[src/rtl/spike_pkg.sv]
// Shared definitions for the spike gate datapath.
//   MODE_NZ / MODE_THR : detector mode encodings for thr_mode
//   clog2              : ceiling log2, used for the sum width
//   cnt_width          : refractory counter width, never below 1 bit
package spike_pkg;

  localparam logic MODE_NZ  = 1'b0;
  localparam logic MODE_THR = 1'b1;

  // Ceiling log2 for elaboration-time sizing; clog2(1) = 0.
  function automatic int clog2(input int value);
    int result;
    result = 0;
    for (int i = 0; i < 31; i++) begin
      if ((32'sd1 <<< i) < value) begin
        result = i + 1;
      end else begin
        result = result;
      end
    end
    return result;
  endfunction

  // Counter width for a refractory length; a zero-length refractory
  // still gets a 1-bit counter so the register is never zero-width.
  function automatic int cnt_width(input int refrac);
    int w;
    w = clog2(refrac + 1);
    return (w < 1) ? 1 : w;
  endfunction

endpackage

[src/rtl/spike_gate_ch.sv]
// One spike channel: fire detector, refractory counter and gate register.
//   clk, rst     : clock, synchronous active-high reset
//   in_valid     : timestep beat strobe
//   thr_mode     : MODE_NZ (act != 0) or MODE_THR (act >= thr)
//   thr, act, wt : threshold, this channel's activity and weight
//   spike        : registered fire flag
//   gated        : registered weight, zero unless the channel fired
//   refrac_busy  : refractory counter nonzero (combinational from counter)
module spike_gate_ch
  import spike_pkg::*;
#(
  parameter int DW     = 4,
  parameter int WW     = 4,
  parameter int REFRAC = 2
) (
  input  logic          clk,
  input  logic          rst,
  input  logic          in_valid,
  input  logic          thr_mode,
  input  logic [DW-1:0] thr,
  input  logic [DW-1:0] act,
  input  logic [WW-1:0] wt,
  output logic          spike,
  output logic [WW-1:0] gated,
  output logic          refrac_busy
);

  localparam int            CW          = cnt_width(REFRAC);
  localparam logic [CW-1:0] REFRAC_LOAD = CW'(REFRAC);

  logic          cand_s;
  logic          fire_s;
  logic [CW-1:0] cnt_r;
  logic          spike_r;
  logic [WW-1:0] gated_r;

  // Candidate detection for the selected mode.
  always_comb begin
    cand_s = 1'b0;
    case (thr_mode)
      MODE_NZ:  cand_s = (act != {DW{1'b0}});
      MODE_THR: cand_s = (act >= thr);
      default:  cand_s = 1'b0;
    endcase
  end

  // A channel only fires on a valid beat with its refractory window closed.
  assign fire_s = in_valid & cand_s & (cnt_r == {CW{1'b0}});

  // Refractory counter: advances on valid beats only, idle cycles freeze it.
  always_ff @(posedge clk) begin
    if (rst) begin
      cnt_r <= {CW{1'b0}};
    end else if (in_valid) begin
      if (fire_s) begin
        cnt_r <= REFRAC_LOAD;
      end else if (cnt_r != {CW{1'b0}}) begin
        cnt_r <= cnt_r - CW'(1'b1);
      end else begin
        cnt_r <= cnt_r;
      end
    end else begin
      cnt_r <= cnt_r;
    end
  end

  // Stage-1 register: fire flag and the weight sampled on the same beat.
  always_ff @(posedge clk) begin
    if (rst) begin
      spike_r <= 1'b0;
      gated_r <= {WW{1'b0}};
    end else begin
      spike_r <= fire_s;
      gated_r <= fire_s ? wt : {WW{1'b0}};
    end
  end

  assign spike       = spike_r;
  assign gated       = gated_r;
  assign refrac_busy = (cnt_r != {CW{1'b0}});

endmodule

[src/rtl/spike_gate_array.sv]
// NCH-channel spike detector and weight gate with a summing second stage.
//   clk, rst        : clock, synchronous active-high reset
//   in_valid        : timestep beat strobe for act/wt
//   thr_mode, thr   : detector mode and threshold, sampled per beat
//   act, wt         : packed per-channel activity and weight
//   spike, gated    : stage-1 fire flags and gated weights
//   gate_valid      : stage-1 holds a beat result
//   refrac_busy     : per-channel refractory counter nonzero
//   sum, sum_valid  : stage-2 sum of gated weights and its valid
module spike_gate_array
  import spike_pkg::*;
#(
  parameter int NCH    = 4,
  parameter int DW     = 4,
  parameter int WW     = 4,
  parameter int REFRAC = 2
) (
  input  logic                         clk,
  input  logic                         rst,
  input  logic                         in_valid,
  input  logic                         thr_mode,
  input  logic [DW-1:0]                thr,
  input  logic [NCH*DW-1:0]            act,
  input  logic [NCH*WW-1:0]            wt,
  output logic [NCH-1:0]               spike,
  output logic [NCH*WW-1:0]            gated,
  output logic                         gate_valid,
  output logic [NCH-1:0]               refrac_busy,
  output logic [WW+clog2(NCH)-1:0]     sum,
  output logic                         sum_valid
);

  localparam int SUMW = WW + clog2(NCH);

  logic [NCH-1:0]    spike_s;
  logic [NCH*WW-1:0] gated_s;
  logic              gate_valid_r;
  logic [SUMW-1:0]   sum_s;
  logic [SUMW-1:0]   sum_r;
  logic              sum_valid_r;

  genvar c;
  generate
    for (c = 0; c < NCH; c++) begin : g_ch
      spike_gate_ch #(
        .DW     (DW),
        .WW     (WW),
        .REFRAC (REFRAC)
      ) u_ch (
        .clk         (clk),
        .rst         (rst),
        .in_valid    (in_valid),
        .thr_mode    (thr_mode),
        .thr         (thr),
        .act         (act[c*DW +: DW]),
        .wt          (wt[c*WW +: WW]),
        .spike       (spike_s[c]),
        .gated       (gated_s[c*WW +: WW]),
        .refrac_busy (refrac_busy[c])
      );
    end
  endgenerate

  // Adder over the gated fields, each zero-extended to the full sum width.
  always_comb begin
    sum_s = {SUMW{1'b0}};
    for (int i = 0; i < NCH; i++) begin
      sum_s = sum_s + SUMW'(gated_s[i*WW +: WW]);
    end
  end

  // Stage-1 valid tracks in_valid one clock behind.
  always_ff @(posedge clk) begin
    if (rst) begin
      gate_valid_r <= 1'b0;
    end else begin
      gate_valid_r <= in_valid;
    end
  end

  // Stage-2 register: sum only loads on a valid stage-1 result.
  always_ff @(posedge clk) begin
    if (rst) begin
      sum_r       <= {SUMW{1'b0}};
      sum_valid_r <= 1'b0;
    end else begin
      sum_r       <= gate_valid_r ? sum_s : {SUMW{1'b0}};
      sum_valid_r <= gate_valid_r;
    end
  end

  assign spike      = spike_s;
  assign gated      = gated_s;
  assign gate_valid = gate_valid_r;
  assign sum        = sum_r;
  assign sum_valid  = sum_valid_r;

endmodule

[config.mk]
export PLATFORM = sky130hd
export DESIGN_NAME = spike_gate_array
export DESIGN_NICKNAME = d
export VERILOG_FILES = /design/src/rtl/spike_pkg.sv /design/src/rtl/spike_gate_ch.sv /design/src/rtl/spike_gate_array.sv
export SDC_FILE = /design/constraint.sdc
export NUM_CORES = 1
export LEC_CHECK = 0
export ABC_AREA = 1
export CAP_MARGIN = 20
export CORE_MARGIN = 5
export CORE_UTILIZATION = 35
export DETAILED_ROUTE_END_ITERATION = 8
export REMOVE_ABC_BUFFERS = 1
export SYNTH_ARGS = -nofsm -noshare
export SYNTH_HDL_FRONTEND = slang
export SYNTH_HIERARCHICAL = 1
export SYNTH_SLANG_ARGS = --single-unit
[constraint.sdc]
create_clock -name clk -period 2.6 [get_ports clk]
set_input_delay 0.78 -clock clk [delete_from_list [all_inputs] [get_ports clk]]
set_output_delay 0.78 -clock clk [all_outputs]
set_load 0.03 [all_outputs]
== Word-level counts from Yosys, hierarchy flattened ==
Cells that the tools add are included.

* Reductions and logical operators: 25
* Magnitude comparators: 4
* $add $sub $neg: 7
* Muxes and demuxes: 12
* Bitwise logic cells: 14

{| class="wikitable"
|+ Operator list
! cell !! number
|-
| 4-bit greater-or-equal comparator || 4
|-
| 2-bit 2-to-1 mux || 8
|-
| 2-bit nonzero test || 8
|-
| 4-bit nonzero test || 4
|-
| 2-bit OR reduction || 5
|-
| 1-bit bitwise AND || 8
|-
| 2-bit zero test || 4
|-
| 1-bit one-hot mux with 2 select lines || 4
|-
| 2-bit AND reduction || 4
|-
| 2-bit by 1-bit subtractor with 2-bit output, second input constant || 4
|-
| 5-bit by 4-bit adder with 6-bit output || 1
|-
| 6-bit by 4-bit adder with 6-bit output || 1
|-
| 1-bit inverter || 6
|-
| 4-bit by 4-bit adder with 5-bit output || 1
|}

* Output and inout bits: 32
* Bits of input ports: 40
* Flip-flop bits (word level): 36

== Logic depth before layout (Yosys ltp) ==
* Depth after elaboration: 6
* Depth in mapped cells: 12
* Depth with buffers taken out: 12

== Modules after synthesis ==
Netlist, hierarchy kept.

{| class="wikitable"
|+ By module, submodules not included
! module !! area each (sq um) !! sequential area each (sq um) !! times used !! cells each
|-
| spike_gate_ch || 444.2 || 140.1 || 4 || 58
|-
| spike_gate_array || 554.3 || 160.2 || 1 || 59
|}

== Worst setup path before layout ==
No wires, ideal clock.

* Kind: reg2reg
* Start point: reg g_ch[0].u_ch.gated_r[1]
* End point: reg sum_r[5] (netlist: sum[5])
* Data required time: 2.530 ns
* Arrival time: 2.539 ns
* Stages on the path, launching flop included: 10
* Library setup time: 0.070 ns
* Slack: -0.009 ns
* Buffers on the path: 0
* Period minus slack after synthesis: 2.609 ns
* Cell sequence: dfxtp_1 inv_1 fa_1 inv_1 fa_1 ha_1 inv_1 fa_1 nand3b_1 a21oi_1

* Cells in the longest elaborated chain, start to end: 3

{| class="wikitable"
|+ RTL lines
! element !! line !! RTL
|-
| start: declaration || spike_gate_ch.sv:35 || <nowiki>logic [WW-1:0] gated_r;</nowiki>
|-
| start signal: assignment || spike_gate_ch.sv:71 || <nowiki>gated_r <= {WW{1'b0}};</nowiki>
|-
| start signal: assignment || spike_gate_ch.sv:74 || <nowiki>gated_r <= fire_s ? wt : {WW{1'b0}};</nowiki>
|-
| 4-bit by 4-bit adder with 5-bit output || spike_gate_array.sv:68 || <nowiki>sum_s = sum_s + SUMW'(gated_s[i*WW +: WW]);</nowiki>
|-
| 5-bit by 4-bit adder with 6-bit output || spike_gate_array.sv:68 ||
|-
| 6-bit by 4-bit adder with 6-bit output || spike_gate_array.sv:68 ||
|-
| end signal: assignment || spike_gate_array.sv:84 || <nowiki>sum_r <= {SUMW{1'b0}};</nowiki>
|-
| end signal: assignment || spike_gate_array.sv:87 || <nowiki>sum_r <= gate_valid_r ? sum_s : {SUMW{1'b0}};</nowiki>
|-
| end: declaration || spike_gate_array.sv:39 || <nowiki>logic [SUMW-1:0] sum_r;</nowiki>
|}

No other way between the ends.
A chain may end at the register's enable or synchronous reset.

== Worst setup path in the final report ==
* Start point: reg g_ch[0].u_ch.cnt_r[0]
* End point: out refrac_busy[0]

* Cells in the longest elaborated chain, start to end: 1

{| class="wikitable"
|+ RTL lines
! element !! line !! RTL
|-
| start: declaration || spike_gate_ch.sv:33 || <nowiki>logic [CW-1:0] cnt_r;</nowiki>
|-
| start signal: assignment || spike_gate_ch.sv:53 || <nowiki>cnt_r <= {CW{1'b0}};</nowiki>
|-
| start signal: assignment || spike_gate_ch.sv:58 || <nowiki>cnt_r <= cnt_r - CW'(1'b1);</nowiki>
|-
| start signal: assignment || spike_gate_ch.sv:60 || <nowiki>cnt_r <= cnt_r;</nowiki>
|-
| 2-bit nonzero test || spike_gate_ch.sv:80 || <nowiki>assign refrac_busy = (cnt_r != {CW{1'b0}});</nowiki>
|-
| end: declaration || spike_gate_array.sv:28 || <nowiki>output logic [NCH-1:0] refrac_busy,</nowiki>
|}

No other way between the ends.

==> flow_summary.toml <==
[synth]
synth.area.top_cells = "dfxtp_1 31%, ha_1 13%, inv_1 12%"
synthesis.instances = 291
synth_seq_cells = 36
netlist_area_mm2 = 0.00233
ys_warn_count = 6
yosysUniqueCellTypes = 19
seq_area_frac_synth = 0.309
synth.top_cell.area_share = 0.309
synth_top_area_cell = "dfxtp_1"
avgSynthCellArea_um2 = 8.01

[final_layout]
nets = 442
final_common_cell = "inv_1"
instances_no_fill = 447
n_antenna_cell = 0
drive_gt1_frac = 0.197
syn_to_final_growth_pct = 39.7
final_cell_mix = "77 x inv_1, 70 x clkdlybuf4s50_1, 41 x nand2_1"
fill_cells = 650

[floorplanning]
std_cell_rows = 29
core_mm2 = 0.00642
start_util = 0.363
die_h_um = 91.6
pin_count = 72
dieWidth_um = 91.6
die_area_mm2 = 0.00839

[clocking]
cts_root_buf = "clkbuf_8"
clk_latency_ns = 0.29
cts_buffers = 5
cts_buffer_depth = 2
cts.sinks = 36
cts_tree = "yes"
cts_htree_levels = 2
clk_pin_slew_ns = 0.07
cts_setup_buffers = 0

[timing]
rsz0062_at_grt = "no"
min_period_over_period = 0.958
maxSlewHeadroom = 0.761
holdWs_ns = 0.439
hold_viol = 0
fin_setup_tns_ns = 0
finalMaxSlewViolations = 0
tightest_slew_ns = 0.357
fmax_mhz = 402
setup_viol = 0
min_period_ns = 2.49
skew_ns = 0.00156
fin_ws_ns = 0.110

[drt]
ant_nets = 0
wl_per_cell_um = 10.8
vias = 1858
drt_pass1_iterations = 3
drc = 0
via_per_inst = 4.16
routed_wirelength_um = 4840
drt_iter0_markers = 22

[power]
power_density_mw_per_mm2 = 505
power_frac_clock = 0.295
p_comb_frac = 0.333
p_int_w = 0.00111
p_leak_nw = 1.61
seq_power_share = 0.372
vdd_drop_max_v = 0.000359
switchingPower_w = 0.000533
netSwitchingFraction = 0.324

[critical_path]
ff2ff_setup_slack_ns = 0.15
r2r-start = "g_ch[0].u_ch/gated[1]"
cp-end-kind = "primary output"
crit_type = "reg -> out"
cp.arrival_ns = 1.71
cpMaxStageDelayCell = "clkdlybuf4s50_1"
crit_fanout = 2
crit_chain = "inv_1 > ha_1 > inv_1 > clkdlybuf4s50_1"
start_kind = "register"
crit_path_frequent_cell = "inv_1"
critical-path-max-stage-delay_ns = 0.68
cp.required_ns = 1.82
rr_endpoint = "sum[5]"
ff2ff_path_depth = 9

[placed_design]
hpwl_um = 4230
gp_congestion = 0.777
dpl_worst_slack_ns = 0.124
place_inst = 439
portBuffers = 71

[global_route]
grt_pass1_vias = 1759
overflow = 0
antenna_found_initial = 0
grt.total_usage = 0.125
grt_max_degree = 13
grt_pass1_wl_um = 8340

[hold_path]
holdPathEnd = "g_ch[3].u_ch/cnt_r[0]"
whs_path_depth = 1
hold_path_class = "reg -> reg"
hold_start = "g_ch[3].u_ch/cnt_r[0]"

[job]
maxCapViolCount = 0

[status]
status = "finished clean"
-- kinds of logic after synthesis --
logic type / count (synthesis) / share of synthesized area
fa+ha+maj: 33 / 0.203
flops: 36 / 0.309
compound gates: 16 / 0.0472
buf+inv: 98 / 0.158
xor+xnor: 1 / 0.00376
simple gates: 107 / 0.279
-- synth_stat cells, drive strengths merged --
cell type and n:
dfxtp 36, nand4 4, xor2 1, ha 25, clkinv 8, a21oi 16
inv 90, nand2 57, nand3b 5, nor2 35, fa 8, nand3 6
-- metal layers --
metal	share of wire	track usage	wire length, um
met1	0.42	0.145	2050
met4	0.013	0.0377	61
met2	0.53	0.222	2560
met5	0	0	0
met3	0.035	0.0336	171
-- worst max-delay path by stage --
stage,startpoint,endpoint,slack (ns)
4_1_cts,g_ch[0].u_ch/cnt_r[0],refrac_busy[0],0.08
3_3_place_gp,g_ch[0].u_ch/gated[1],sum[5],0.18
6_report,g_ch[0].u_ch/cnt_r[0],refrac_busy[0],0.11
3_5_place_dp,g_ch[0].u_ch/gated[1],sum[5],0.12
2_1_floorplan,g_ch[0].u_ch/gated[1],sum[5],-0.009
5_1_grt,g_ch[0].u_ch/cnt_r[0],refrac_busy[0],0.01
-- worst max-delay path: cells and delay by family (launching register included) --
family     cells  cell delay [ns]
fa+ha+maj      1             0.23
buf+inv        3             0.83
flops          1             0.35
-- metrics by stage --
stage               cell area (um2)  total power [W]  utilization
detailed placement             3140          0.00118        0.489
CTS                            3250          0.00167        0.506
floorplan                      2330         0.000984            -
global route                   3260          0.00176        0.507
finish                         3260          0.00164        0.507
global placement               3140          0.00117        0.489
-- power groups by stage --
stage	Combinational, W	Clock (W)	Sequential (W)
2_1_floorplan	0.000319	0	0.000665
3_3_place_gp	0.000545	0	0.000624
3_5_place_dp	0.000554	0	0.000625
4_1_cts	0.000557	0.000503	0.000612
5_1_grt	0.000616	0.000529	0.000617
6_report	0.000547	0.000486	0.000612
-- repair_timing --
action / 4_1_cts / 5_1_grt
gates resized for setup: 0 / 3
hold buffers: 0 / 0
setup endpoints to repair: 0 / 2
-- state kept, by name, indices dropped and copies added (netlist names) --
register / cells
g_ch.u_ch/gated: 16
g_ch.u_ch/cnt_r: 8
sum: 6
g_ch.u_ch/spike: 4
gate_valid: 1
sum_valid: 1
-- layout make-up --
type                       count  area, um2  share of cell area
inverter                      98        368               0.113
sequential                    36        721               0.221
clock buffer                   5       68.8              0.0211
timing repair buffer          71        713               0.219
multi-input combinational    157       1250               0.383
clock inverter                 3       42.5              0.0131
tap                           77       96.3              0.0296
(Power assumes the default switching activity.)
==> patch 1, RTL diff (config.mk and constraints unchanged) <==
`WW` is set to 4 in 2 places; all go to 3.
--- a/src/rtl/spike_gate_ch.sv
+++ b/src/rtl/spike_gate_ch.sv
@@ -10,7 +10,7 @@
   import spike_pkg::*;
 #(
   parameter int DW     = 4,
-  parameter int WW     = 4,
+  parameter int WW     = 3,
   parameter int REFRAC = 2
 ) (
   input  logic          clk,
--- a/src/rtl/spike_gate_array.sv
+++ b/src/rtl/spike_gate_array.sv
@@ -12,7 +12,7 @@
 #(
   parameter int NCH    = 4,
   parameter int DW     = 4,
-  parameter int WW     = 4,
+  parameter int WW     = 3,
   parameter int REFRAC = 2
 ) (
   input  logic                         clk,
Ports: changed (resized gated, sum and wt); port bits go from 72 to 63. The function was not compared with the original's and may differ.
==> patch 1 against the unedited design <==
First-iteration DRC count increased by 82%. Non-clock buffer count decreased by 9. Sequential share of layout area increased by 0.084 points. Setup slack improved by 57 ps. Combinational power decreased by 16%. Sequential power decreased by 13%. Sequential cell count decreased by 5. Total power decreased by 10%. Area after synthesis decreased by 16%. Via count decreased by 10%. Final area decreased by 14%. Cell count decreased by 8.3%. Wire length decreased by 13%. Critical path depth unchanged. Critical endpoint is now refrac_busy[1]. Largest power group unchanged.
==> patch 1: results (changes against the unedited design) <==
The flow ran to the end, and the final reports show no timing, DRC or antenna violations. The number of detailed-routing iterations run before antenna repair came out at 6 (+3). The number of cells on the worst reg-to-reg path came out at 9 (unchanged). Setup slack on the worst flop-to-flop path: 350 ps (+200 ps). The commonest cells after synthesis are 82 x sky130_fd_sc_hd__inv_1, 55 x sky130_fd_sc_hd__nand2_1, 31 x sky130_fd_sc_hd__dfxtp_1, 31 x sky130_fd_sc_hd__nor2_1, 24 x sky130_fd_sc_hd__ha_1. The pin count of the biggest net entering global routing is 11 (-2).

The endpoint identified for the worst register-to-register timing path is sum[3]. The kind of cell with the highest combined delay along the critical path is buffers and inverters. The number of flops mapped to enable cells by yosys was 0 (unchanged); the port buffer count was 62 (-13%). The total number of vias is 1667 (-10%), and the worst slack on hold paths is 440.6 ps (+1.562 ps). The routed length per instance was 10.24 um (-5.5%). By area the synthesized netlist is led by sky130_fd_sc_hd__dfxtp_1 32%, sky130_fd_sc_hd__inv_1 16%, sky130_fd_sc_hd__ha_1 15%. The post-layout net count was 403 (-8.8%).

The logs give 14 (-5) for the number of distinct library cell variants in the gate-level netlist after synthesis and 5.500 ps (+3.937 ps) for the maximum clock skew at final layout. The run gives 0 (unchanged) as the post-cts resize count. Aggregate global-route resource usage: 12.48% (+0.019 points).

The slew of the pin with the lowest slew margin was 375.0 ps (+18.10 ps); the placer congestion estimate was 0.7462 (-4.0%). Global-route wire length before repair: 7293 um (-13%). The tools report the hold path startpoint as g_ch[1].u_ch/cnt_r[0]. The clock-pin slew on the worst setup and hold paths came out at 60 ps. In this run the worst hold path is classified as reg2reg.

The detailed placer's ending HPWL is 3613 um (-15%). The largest voltage drop on the vdd net came out at 0.3425 mV (-4.6%). CTS H-tree depth: 2 (unchanged).

For the sequential share of the synthesized area, the log shows 31.57% (+0.65 points). The cell leakage power is 0.001515 uW (-6.2%), and the via count of the first global-routing pass is 1598 (-9.2%). The share of cells above drive strength 1 came out at 11.54% (-8.2 points). The clock reaches the later pin of the worst-skew pair after 280 ps. The worst path arrival time came out at 1650 ps (-60 ps).

The largest stage delay on the critical path was 680 ps (about the same); the buffers inserted during post-CTS setup optimization was 0 (unchanged). For the detailed router's first-iteration violation count, the log shows 40 (+82%). The worst hold path terminates at g_ch[1].u_ch/cnt_r[0]. The flip-flop count of the largest register, all copies and words added came out at 12 (-4).
[patch 1: worst max path at each step]
stage	from	to	slack, ps	cells after the start
3_3_place_gp	thr[3]	g_ch[2].u_ch/cnt_r[1]	270	10
4_1_cts	g_ch[0].u_ch/cnt_r[0]	refrac_busy[0]	140	4
2_1_floorplan	g_ch[1].u_ch/gated[1]	sum[3]	240	9
6_report	g_ch[1].u_ch/cnt_r[0]	refrac_busy[1]	170	4
3_5_place_dp	thr[3]	g_ch[3].u_ch/cnt_r[1]	250	10
5_1_grt	g_ch[1].u_ch/cnt_r[0]	refrac_busy[1]	70	4
[patch 1: logic make-up (layout without fill, tap and decap cells)]
group / after synthesis / in the layout / synth area share, %
fa+ha+maj: 30 / 30 / 21.39
flops: 31 / 31 / 31.57
compound gates: 12 / 12 / 4.583
buf+inv: 88 / 158 / 16.80
simple gates: 107 / 107 / 25.65
[patch 1: area by class of cell]
cell class              count  area [um^2]
repair buffers             62        620.6
flip-flops and latches     31        620.6
inverters                  88        330.3
fillers                   538         2679
multi-input cells         149         1015
clock buffers               6        82.58
well taps                  72        90.09
clock inverters             2        35.03
[patch 1: per-layer routing]
layer / vias to the layer above / global-route usage, % / part of all wire (%)
li1: 913 / - / -
met1: 722 / 15.02 / 44
met2: 30 / 21.54 / 51
met3: 2 / 3.981 / 4.4
met4: 0 / 3.022 / 0.33
met5: - / 0 / 0
[patch 1: worst reg2reg max path: stages (launching register included)]
cell,delay [ps]
sky130_fd_sc_hd__dfxtp_1,330
sky130_fd_sc_hd__fa_1,500
sky130_fd_sc_hd__fa_1,520
sky130_fd_sc_hd__ha_1,170
sky130_fd_sc_hd__inv_1,60
sky130_fd_sc_hd__fa_1,380
sky130_fd_sc_hd__inv_1,70
sky130_fd_sc_hd__nand2_1,40
sky130_fd_sc_hd__nand2_1,60
sky130_fd_sc_hd__nor2_1,30
[patch 1: power breakdown]
part / switching, uW / leakage, uW / internal, uW
Sequential: 18.2 / 0.000254 / 513
Clock: 174 / 0.0000612 / 310
Combinational: 258 / 0.00120 / 201
Total: 450 / 0.00151 / 1020
[patch 1: metrics by stage]
| stage | utilization [%] | instance area [um^2] | setup slack (ps) | std cells |
|---|---|---|---|---|
| 2_1_floorplan | - | 1966 | 236.9 | 268 |
| 3_3_place_gp | 48.90 | 2676 | 266.3 | 402 |
| 3_5_place_dp | 48.90 | 2676 | 247.3 | 402 |
| 4_1_cts | 51.05 | 2794 | 141.4 | 410 |
| 5_1_grt | 51.05 | 2794 | 72.50 | 410 |
| 6_report | 51.05 | 2794 | 166.7 | 410 |
==> patch 2, RTL diff (same flow settings) <==
Without the edit above. Register the output `sum` once more, without a reset; this adds one clock of latency there. The other outputs are not delayed to match.
--- a/src/rtl/spike_gate_array.sv
+++ b/src/rtl/spike_gate_array.sv
@@ -92,7 +92,9 @@
   assign spike      = spike_s;
   assign gated      = gated_s;
   assign gate_valid = gate_valid_r;
-  assign sum        = sum_r;
+  always_ff @(posedge clk) begin
+    sum <= sum_r;
+  end
   assign sum_valid  = sum_valid_r;
 
 endmodule
Check against the original RTL: not equivalent (a bounded check fails within 4 cycles, from zero or initial values and one cycle with rst high).
==> patch 2 against the unedited design <==
Sequential cell count increased by 6. Die area rose by 4.6%. Total power increased by 1.7%. Setup slack gained 14 ps. Clock power shrank 14%. Largest cell class unchanged. Count of clock-buffer cells in the layout grew 2. Cell count is 5.6% higher. Final area grew 3.6%. Area after synthesis is 5.2% higher. Highest routed layer unchanged. Wire length fell by 1.8%.
==> patch 2: results (changes against the unedited design) <==
The flow ran to the end, and the final reports show no timing, DRC or antenna violations. The post-synthesis xor/xnor area fraction works out to 0.3573% (-0.018 points). The detailed placer's ending HPWL was 4150 um (-2.0%).

The tools report the hold path startpoint as sum_r[4]. After synthesis, the cell types taking the most area are sky130_fd_sc_hd__dfxtp_1 34%, sky130_fd_sc_hd__ha_1 13%, sky130_fd_sc_hd__inv_1 12%. The logs give 12.04% (-0.43 points) for the aggregate global-route resource usage and 3282 um^2 (+4.6%) for the area of placed instances. The detailed router's first-iteration violation count was 48 (+120%); the maximum clock skew at final layout was 5.110 ps (+3.548 ps).

The worst register-to-register path begins at g_ch[0].u_ch/gated[1]. The post-synthesis share of cell area spent on full adders, half adders and majority gates works out to 19.30% (-0.99 points). The maximum fanout encountered on the critical timing path came out at 2 (unchanged). The share of cells above drive strength 1 is 18.88% (-0.85 points).

The worst slew margin relative to its limit came out at 76.39% (+0.26 points). The cell leakage power came out at 0.001643 uW (+1.8%). The post-layout net count was 448 (+1.4%).

The run gives 668 (+2.8%) as the layout filler cell count. The clock latency on the worst-skew pair is 290 ps (about the same), and the post-layout instance count excluding filler cells is 472 (+5.6%). The largest voltage drop on the vdd net came out at 0.2523 mV (-30%). The compound-cell area share of the yosys netlist works out to 4.492% (-0.23 points). Cell type of the slowest stage on the worst timing path: sky130_fd_sc_hd__clkdlybuf4s50_1. The sequential share of the synthesized area was 34.30% (+3.4 points); the via density per instance was 3.962 (-4.7%). The CTS H-tree depth is 2 (unchanged), and the gate count after technology mapping is 297 (+2.1%). The via count of the first global-routing pass is 1910 (+8.6%).

Final wirelength: 4755 um (-1.8%). After synthesis, the most frequently instantiated cells are 77 x sky130_fd_sc_hd__inv_1, 42 x sky130_fd_sc_hd__dfxtp_1, 41 x sky130_fd_sc_hd__nand2_1, 25 x sky130_fd_sc_hd__ha_1, 18 x sky130_fd_sc_hd__nor2_1. The total placed cells including tap cells came out at 464 (+5.7%). For the global-route wire length before repair, the log shows 8404 um (+0.83%).

The worst setup slack after placement is 127.5 ps (+3.375 ps).
## patch 2: kinds of logic after synthesis
kind of cell | Yosys count
buffers and inverters | 98
AND/OR/NAND/NOR | 107
XOR/XNOR | 1
adder cells (fa/ha/maj) | 33
flip-flops | 42
AO/OA/AOI/OAI | 16
## patch 2: layout make-up
cell class / count / area, um^2 / area share (%)
multi-input cells: 157 / 1245 / 36.88
flip-flops and latches: 42 / 840.8 / 24.91
repair buffers: 71 / 710.7 / 21.05
inverters: 98 / 367.9 / 10.90
well taps: 96 / 120.1 / 3.558
clock buffers: 7 / 86.33 / 2.557
clock inverters: 1 / 5.005 / 0.1483
## patch 2: critical path, delay by kind of cell (launching register included)
kind                       cells  cell delay (ps)
buffers and inverters          3              830
adders and majority gates      1              240
DFF                            1              350
## patch 2: power breakdown
group	total, uW	switching [uW]	internal, uW
combinational	546	311	235
sequential	707	20.0	687
clock	420	206	214
total	1670	537	1140
## patch 2: metal layers
layer  vias to the layer above  track usage [%]  share of wire (%)
li1                       1018                -                  -
met1                       818            14.24                 43
met2                        30            21.17                 51
met3                         4            3.446                5.0
met4                         0            3.249                1.0
met5                         -                0                  0
## patch 2: metrics by stage
step                power [uW]  utilization, %
floorplan                 1080               -
global placement          1264           48.31
detailed placement        1275           48.31
CTS                       1706           49.65
global route              1799           49.69
finish                    1673           49.69
## patch 2: worst paths after layout
path                    end  slack (ps)  cells after the start
max          refrac_busy[0]         120                      4
min reg2reg          sum[4]         330                      0
max reg2reg        sum_r[5]         130                      9
min                  sum[4]         330                      0
